## config.mk

```make
export PLATFORM = sky130hd
export DESIGN_NAME = alu_exec_unit
export DESIGN_NICKNAME = d
export VERILOG_FILES = /design/src/rtl/alu_pkg.sv /design/src/rtl/alu_serial_shifter.sv /design/src/rtl/alu_exec_unit.sv
export SDC_FILE = /design/constraint.sdc
export NUM_CORES = 1
export LEC_CHECK = 0
export BUFFER_PORTS_ARGS = -buffer_cell sky130_fd_sc_hd__buf_2
export CAP_MARGIN = 25
export CORE_MARGIN = 2
export CORE_UTILIZATION = 30
export CTS_BUF_LIST = sky130_fd_sc_hd__clkbuf_4 sky130_fd_sc_hd__clkbuf_8 sky130_fd_sc_hd__clkbuf_16
export DETAILED_ROUTE_END_ITERATION = 8
export GPL_TIMING_DRIVEN = 0
export PLACE_DENSITY = 0.43
export SYNTH_ARGS = -nofsm -noshare
export SYNTH_HDL_FRONTEND = slang
export SYNTH_SLANG_ARGS = --single-unit
```

## constraint.sdc

```tcl
create_clock -name clk -period 4.9 [get_ports clk]
set_clock_uncertainty 0.05 [all_clocks]
set_input_delay 0.98 -clock clk [delete_from_list [all_inputs] [get_ports clk]]
set_output_delay 0.98 -clock clk [all_outputs]
set_load 0.05 [all_outputs]
```

## src/rtl/alu_pkg.sv

```systemverilog
// Shared ALU definitions: operation codes, execute-stage states and default width.
// Used by the ALU control decoder and by alu_exec_unit.
package alu_pkg;

    typedef enum logic [3:0] {
        ALU_ADD   = 4'd0,
        ALU_SLL   = 4'd1,
        ALU_SLT   = 4'd2,
        ALU_SLTU  = 4'd3,
        ALU_XOR   = 4'd4,
        ALU_SRL   = 4'd5,
        ALU_OR    = 4'd6,
        ALU_AND   = 4'd7,
        ALU_SUB   = 4'd8,
        ALU_SUBNE = 4'd10,
        ALU_SRA   = 4'd13
    } alu_ctrl_e;

    typedef enum logic {
        EX_IDLE  = 1'b0,
        EX_SHIFT = 1'b1
    } ex_state_e;

    localparam int XLEN_DEF = 32;

endpackage

```

## src/rtl/alu_serial_shifter.sv

```systemverilog
// One-bit-per-cycle shifter for the execute stage.
// done flags the last step; data_next is the value that step produces.
module alu_serial_shifter #(
    parameter int XLEN    = 32,
    parameter int SHAMT_W = 5
) (
    input  logic               clk,
    input  logic               rst_n,
    input  logic               load,
    input  logic               dir,
    input  logic               arith,
    input  logic [XLEN-1:0]    data_in,
    input  logic [SHAMT_W-1:0] shamt,
    output logic               busy,
    output logic               done,
    output logic [XLEN-1:0]    data_next
);

    logic [XLEN-1:0]    data_q;
    logic [SHAMT_W-1:0] cnt_q;
    logic               dir_q;
    logic               arith_q;

    assign busy = (cnt_q != '0);
    assign done = (cnt_q == SHAMT_W'(1));

    // dir=1 shifts right; arith selects sign fill for right shifts
    assign data_next = dir_q ? {arith_q & data_q[XLEN-1], data_q[XLEN-1:1]}
                             : {data_q[XLEN-2:0], 1'b0};

    always_ff @(posedge clk or negedge rst_n) begin
        if (!rst_n) begin
            data_q  <= '0;
            cnt_q   <= '0;
            dir_q   <= 1'b0;
            arith_q <= 1'b0;
        end else if (load) begin
            data_q  <= data_in;
            cnt_q   <= shamt;
            dir_q   <= dir;
            arith_q <= arith;
        end else if (busy) begin
            data_q  <= data_next;
            cnt_q   <= cnt_q - SHAMT_W'(1);
        end
    end

endmodule

```

## src/rtl/alu_exec_unit.sv

```systemverilog
// Multi-cycle RV32I execute stage with valid/ready handshakes on both sides.
// Define ALU_BARREL_SHIFT_EN for single-cycle shifts (no SHIFT state, no serial shifter).
module alu_exec_unit
    import alu_pkg::*;
#(
    parameter int XLEN    = XLEN_DEF,
    parameter int SHAMT_W = $clog2(XLEN)
) (
    input  logic            clk,
    input  logic            rst_n,
    input  logic            in_valid,
    output logic            in_ready,
    input  logic [3:0]      alu_ctrl,
    input  logic [XLEN-1:0] op_a,
    input  logic [XLEN-1:0] op_b,
    output logic            out_valid,
    input  logic            out_ready,
    output logic [XLEN-1:0] result,
    output logic            zero
);

    alu_ctrl_e          op_sel;
    logic [SHAMT_W-1:0] shamt;
    logic [XLEN-1:0]    alu_res;
    logic               accept;
    logic               imm_load;

    assign op_sel = alu_ctrl_e'(alu_ctrl);
    assign shamt  = op_b[SHAMT_W-1:0];
    assign accept = in_valid && in_ready;

    always_comb begin
        alu_res = op_a + op_b;
        case (op_sel)
            ALU_SUB, ALU_SUBNE: alu_res = op_a - op_b;
            ALU_SLT:  alu_res = {{(XLEN-1){1'b0}}, ($signed(op_a) < $signed(op_b))};
            ALU_SLTU: alu_res = {{(XLEN-1){1'b0}}, (op_a < op_b)};
            ALU_XOR:  alu_res = op_a ^ op_b;
            ALU_OR:   alu_res = op_a | op_b;
            ALU_AND:  alu_res = op_a & op_b;
`ifdef ALU_BARREL_SHIFT_EN
            ALU_SLL:  alu_res = op_a << shamt;
            ALU_SRL:  alu_res = op_a >> shamt;
            ALU_SRA:  alu_res = $unsigned($signed(op_a) >>> shamt);
`else
            // Only the zero-amount case completes here; others go to the serial shifter
            ALU_SLL, ALU_SRL, ALU_SRA: alu_res = op_a;
`endif
            default:  alu_res = op_a + op_b;
        endcase
    end

`ifdef ALU_BARREL_SHIFT_EN
    logic            sh_done;
    logic [XLEN-1:0] sh_next;

    assign sh_done  = 1'b0;
    assign sh_next  = '0;
    assign imm_load = accept;
    assign in_ready = !out_valid || out_ready;
`else
    ex_state_e       state;
    logic            is_shift;
    logic            start_shift;
    logic            sh_busy;
    logic            sh_done;
    logic [XLEN-1:0] sh_next;

    assign is_shift    = (op_sel == ALU_SLL) || (op_sel == ALU_SRL) || (op_sel == ALU_SRA);
    assign start_shift = accept && is_shift && (shamt != '0);
    assign imm_load    = accept && !start_shift;
    assign in_ready    = (state == EX_IDLE) && !sh_busy && (!out_valid || out_ready);

    always_ff @(posedge clk or negedge rst_n) begin
        if (!rst_n) begin
            state <= EX_IDLE;
        end else begin
            case (state)
                EX_IDLE:  if (start_shift) state <= EX_SHIFT;
                EX_SHIFT: if (sh_done)     state <= EX_IDLE;
                default:  state <= EX_IDLE;
            endcase
        end
    end

    alu_serial_shifter #(
        .XLEN    (XLEN),
        .SHAMT_W (SHAMT_W)
    ) u_shifter (
        .clk       (clk),
        .rst_n     (rst_n),
        .load      (start_shift),
        .dir       (op_sel != ALU_SLL),
        .arith     (op_sel == ALU_SRA),
        .data_in   (op_a),
        .shamt     (shamt),
        .busy      (sh_busy),
        .done      (sh_done),
        .data_next (sh_next)
    );
`endif

    always_ff @(posedge clk or negedge rst_n) begin
        if (!rst_n) begin
            out_valid <= 1'b0;
            result    <= '0;
            zero      <= 1'b1;
        end else begin
            if (out_valid && out_ready) out_valid <= 1'b0;
            if (imm_load) begin
                out_valid <= 1'b1;
                result    <= alu_res;
                zero      <= (alu_res == '0);
            end else if (sh_done) begin
                out_valid <= 1'b1;
                result    <= sh_next;
                zero      <= (sh_next == '0);
            end
        end
    end

endmodule

```

==> impl_metrics.tcl <==
set metrics [dict create \
    outcome "complete, no violations" \
    nets 1532 \
    synth_edf_count 0 \
    insertion_delay_ns 0.35 \
    yosys.area.top_type_share 0.1952 \
    postRouteWirelength_um 44070 \
    critPathTopFamily "buffers and inverters" \
    timing.hold.ws_ns 0.4645 \
    clkSinkCount 74 \
    rr_startpoint "u_shifter.cnt_q[0]$_DFFE_PN0P_" \
    syn_to_final_growth_pct 15.86 \
    power_density_nw_per_um2 415.8 \
    drcViolationCount 0 \
    ant_nets 0 \
    synth_ff_type "dfrtp_1" \
    crit_path_end_kind "flop" \
    cp-start-kind "primary input" \
    n_antenna_cell 0 \
    firstDrtPassIters 7 \
    ys_seq_area_frac 0.1980 \
    grt-ovfl-total 0 \
    synth.net_count 1414 \
    cp.required_ns 5.12 \
    fin_crit_sh 0.9897 \
    synthArstFlopShare 1.000 \
    port_buffers 105 \
    grt_pass1_wl_um 65630 \
    synthCells 1242 \
    die-area_um2 32630 \
    yosysMostFrequentCell "nand2_1" \
    p_clk_frac 0.171 \
    p_sw_frac 0.5104 \
    criticalPathCategory "primary input to flop" \
    fp.dieW_um 180.6 \
    hold_path.class "flop to flop" \
    ff2ff_path_depth 13 \
    grtUsageTotal 0.2633 \
    hpwl_um 35410 \
    reg2reg_slack_ns 0.81 \
    fin_crit_ns 4.850 \
    hold_viol 0 \
    rows 64 \
    post_cts_resized 6 \
    seqPwrFrac 0.240 \
    cp-startpoint "alu_ctrl[1]" \
    hold_depth 2 \
    grt_antenna_before_repair 0 \
    tightest_slew_ns 1.052 \
    path_cells "buf_2 > clkbuf_1 > and3b_1 > o21ai_1 > clkbuf_1 > buf_1 > nand3_1 > o2111ai_1 > a21boi_1 > nor4b_1 > nand4_1 > nor4_2 > a31o_1" \
    timing.rr.end "zero$_DFFE_PN1P_" \
    vias 10610 \
    syn_area_per_cell_um2 7.535 \
    netlist_area_um2 9359 \
    max_stage_delay_ns 0.68 \
    cts.clk_slew.worst_paths_ns 0.06 \
    holdPathEnd "u_shifter.data_q[4]$_DFFE_PN0P_" \
    p_int_w 0.002207 \
    hold_path.startpoint "u_shifter.data_q[4]$_DFFE_PN0P_" \
    grt_pass1_vias 10210 \
    core_area_um2 30670 \
    root_buffer "clkbuf_16" \
    initial_core_util 0.3052 \
    io_pins 107 \
    clockBufferDepth 2 \
    ir_drop_uv 193.1 \
    ys_ff_latch 74 \
    via_per_inst 6.027 \
    clock.fmax_mhz 206.2 \
    htreeDepth 3 \
    gp_congestion 0.9560 \
    cp_num_buf_inv 4 \
    ys_warn_count 0 \
    nFillCells 3279 \
    wl_per_cell_um 25.03 \
    cpMaxStageDelayCell "clkbuf_1" \
    max_cap_violations 0 \
    dp_slack_ns -0.5418 \
    cts_tree "yes" \
    setup_slack_ns 0.05049 \
    power_leakage_nw 4.644 \
    crit_path_frequent_cell "clkbuf_1" \
    netlist_top_cells_area "dfrtp_1 (20%), ha_1 (13%), a21oi_1 (5.0%)" \
    finalSetupViolCount 0 \
    grt_max_degree 48 \
    cts_setup_buffers 0 \
    fin_setup_tns_ns 0 \
    max_slew_margin 0.2987 \
    combPwrFrac 0.589 \
    maxSlewViolCount 0 \
    synth.distinct_cells 86 \
    yosys.area.top_type "dfrtp_1" \
    cts_hold_buf 0 \
    drive_gt1_frac 0.1355 \
    p_sw_w 0.002301 \
    crit_path_max_fanout 10 \
    drt_first_iter_violations 1266 \
    cts_buffers 9 \
    arrival_ns 5.07 \
    fp.dieH_um 180.6 \
    synth_common_cells "nand2_1 (124), ha_1 (98), inv_1 (96), a21oi_1 (94), nor2_1 (94)" \
]
==> area by class of cell <==
class	count	area, µm²	area share
plain buffers	86	342.8	0.03162
clock buffers	9	225.2	0.02077
clock inverters	7	117.6	0.01085
inverters	103	386.6	0.03566
multi-input cells	979	6855	0.6322
flip-flops and latches	74	1853	0.1709
well taps	396	495.5	0.04570
repair buffers	107	566.8	0.05227
==> placed cells by master (no fill, tap or decap), types with 6 or more instances in the layout <==
cell type / instances
mux2_2: 9
o21ai_1: 11
nor3_1: 24
a2111oi_0: 8
nand2_1: 124
o31ai_1: 7
and2_1: 6
a221o_1: 12
clkbuf_16: 9
or3_1: 7
o211ai_1: 35
nand2b_1: 12
inv_1: 96
o21ai_0: 78
a31oi_1: 8
and3_1: 12
a21o_1: 14
nor2b_1: 10
nand3_1: 21
o21a_1: 8
dfrtp_1: 73
clkbuf_1: 64
nor2_1: 94
o21bai_1: 6
ha_1: 98
a32oi_1: 7
o221ai_1: 51
nor4_1: 22
buf_1: 8
inv_2: 7
a222oi_1: 7
a21oi_1: 91
a221oi_1: 17
nand4_1: 18
mux2i_1: 38
buf_2: 113
a211oi_1: 15
==> flip-flops by register name, indices dropped and copies added, names as in the netlist <==
| signal | count |
|---|---|
| zero | 1 |
| u_shifter.cnt_q | 5 |
| result | 32 |
| u_shifter.data_q | 32 |
| u_shifter.dir_q | 1 |
| u_shifter.arith_q | 1 |
| out_valid | 1 |
| state | 1 |
==> kinds of logic (layout without fill, tap and decap cells) <==
logic type	Yosys count	in the layout	synth area share
adders and majority gates	100	100	0.1353
muxes	48	48	0.05267
DFF	74	74	0.1980
AOI/OAI and AO/OA	443	443	0.3293
buffers and inverters	189	312	0.07754
xor gates and xnor gates	7	7	0.006551
and+or+nand+nor	381	381	0.2007
==> metrics by stage <==
| step | power, W | area [µm²] | instances | util |
|---|---|---|---|---|
| CTS | 0.004477 | 10800 | 1761 | 0.3521 |
| floorplan | 0.002880 | 9359 | 1242 | - |
| detailed placement | 0.003700 | 10430 | 1745 | 0.3401 |
| global route | 0.004770 | 10840 | 1761 | 0.3535 |
| global placement | 0.003699 | 10380 | 1743 | 0.3384 |
| finish | 0.004509 | 10840 | 1761 | 0.3535 |
==> tightest hold or removal path, delay by kind of cell (launching register included) <==
kind | cells | cell delay, ns
flops | 1 | 0.36
simple gates | 1 | 0.06
compound gates | 1 | 0.06
==> power groups by stage <==
stage / sequential [W] / combinational (W) / clock, W
after floorplan: 0.00154 / 0.00134 / 0
after global placement: 0.00109 / 0.00261 / 0
after detailed placement: 0.00109 / 0.00261 / 0
after CTS: 0.00108 / 0.00262 / 0.000773
after global routing: 0.00111 / 0.00286 / 0.000793
final: 0.00108 / 0.00266 / 0.000772
==> routing by layer <==
| metal | vias up | routed length, µm | global-route usage | part of all wire |
|---|---|---|---|---|
| li1 | 4900 | - | - | - |
| met1 | 5201 | 20460 | 0.3814 | 0.46 |
| met2 | 458 | 19490 | 0.4151 | 0.44 |
| met3 | 54 | 3138 | 0.03274 | 0.071 |
| met4 | 0 | 983 | 0.06065 | 0.022 |
| met5 | - | 0 | 0 | 0 |
==> worst max-delay path by stage <==
stage                                  end  cells after the start
after floorplan           zero$_DFFE_PN1P_                     13
after global placement    zero$_DFFE_PN1P_                     13
after detailed placement  zero$_DFFE_PN1P_                     13
after CTS                 zero$_DFFE_PN1P_                     13
after global routing      zero$_DFFE_PN1P_                     16
final                     zero$_DFFE_PN1P_                     13
Note: power is estimated with default switching activity, not from simulation.
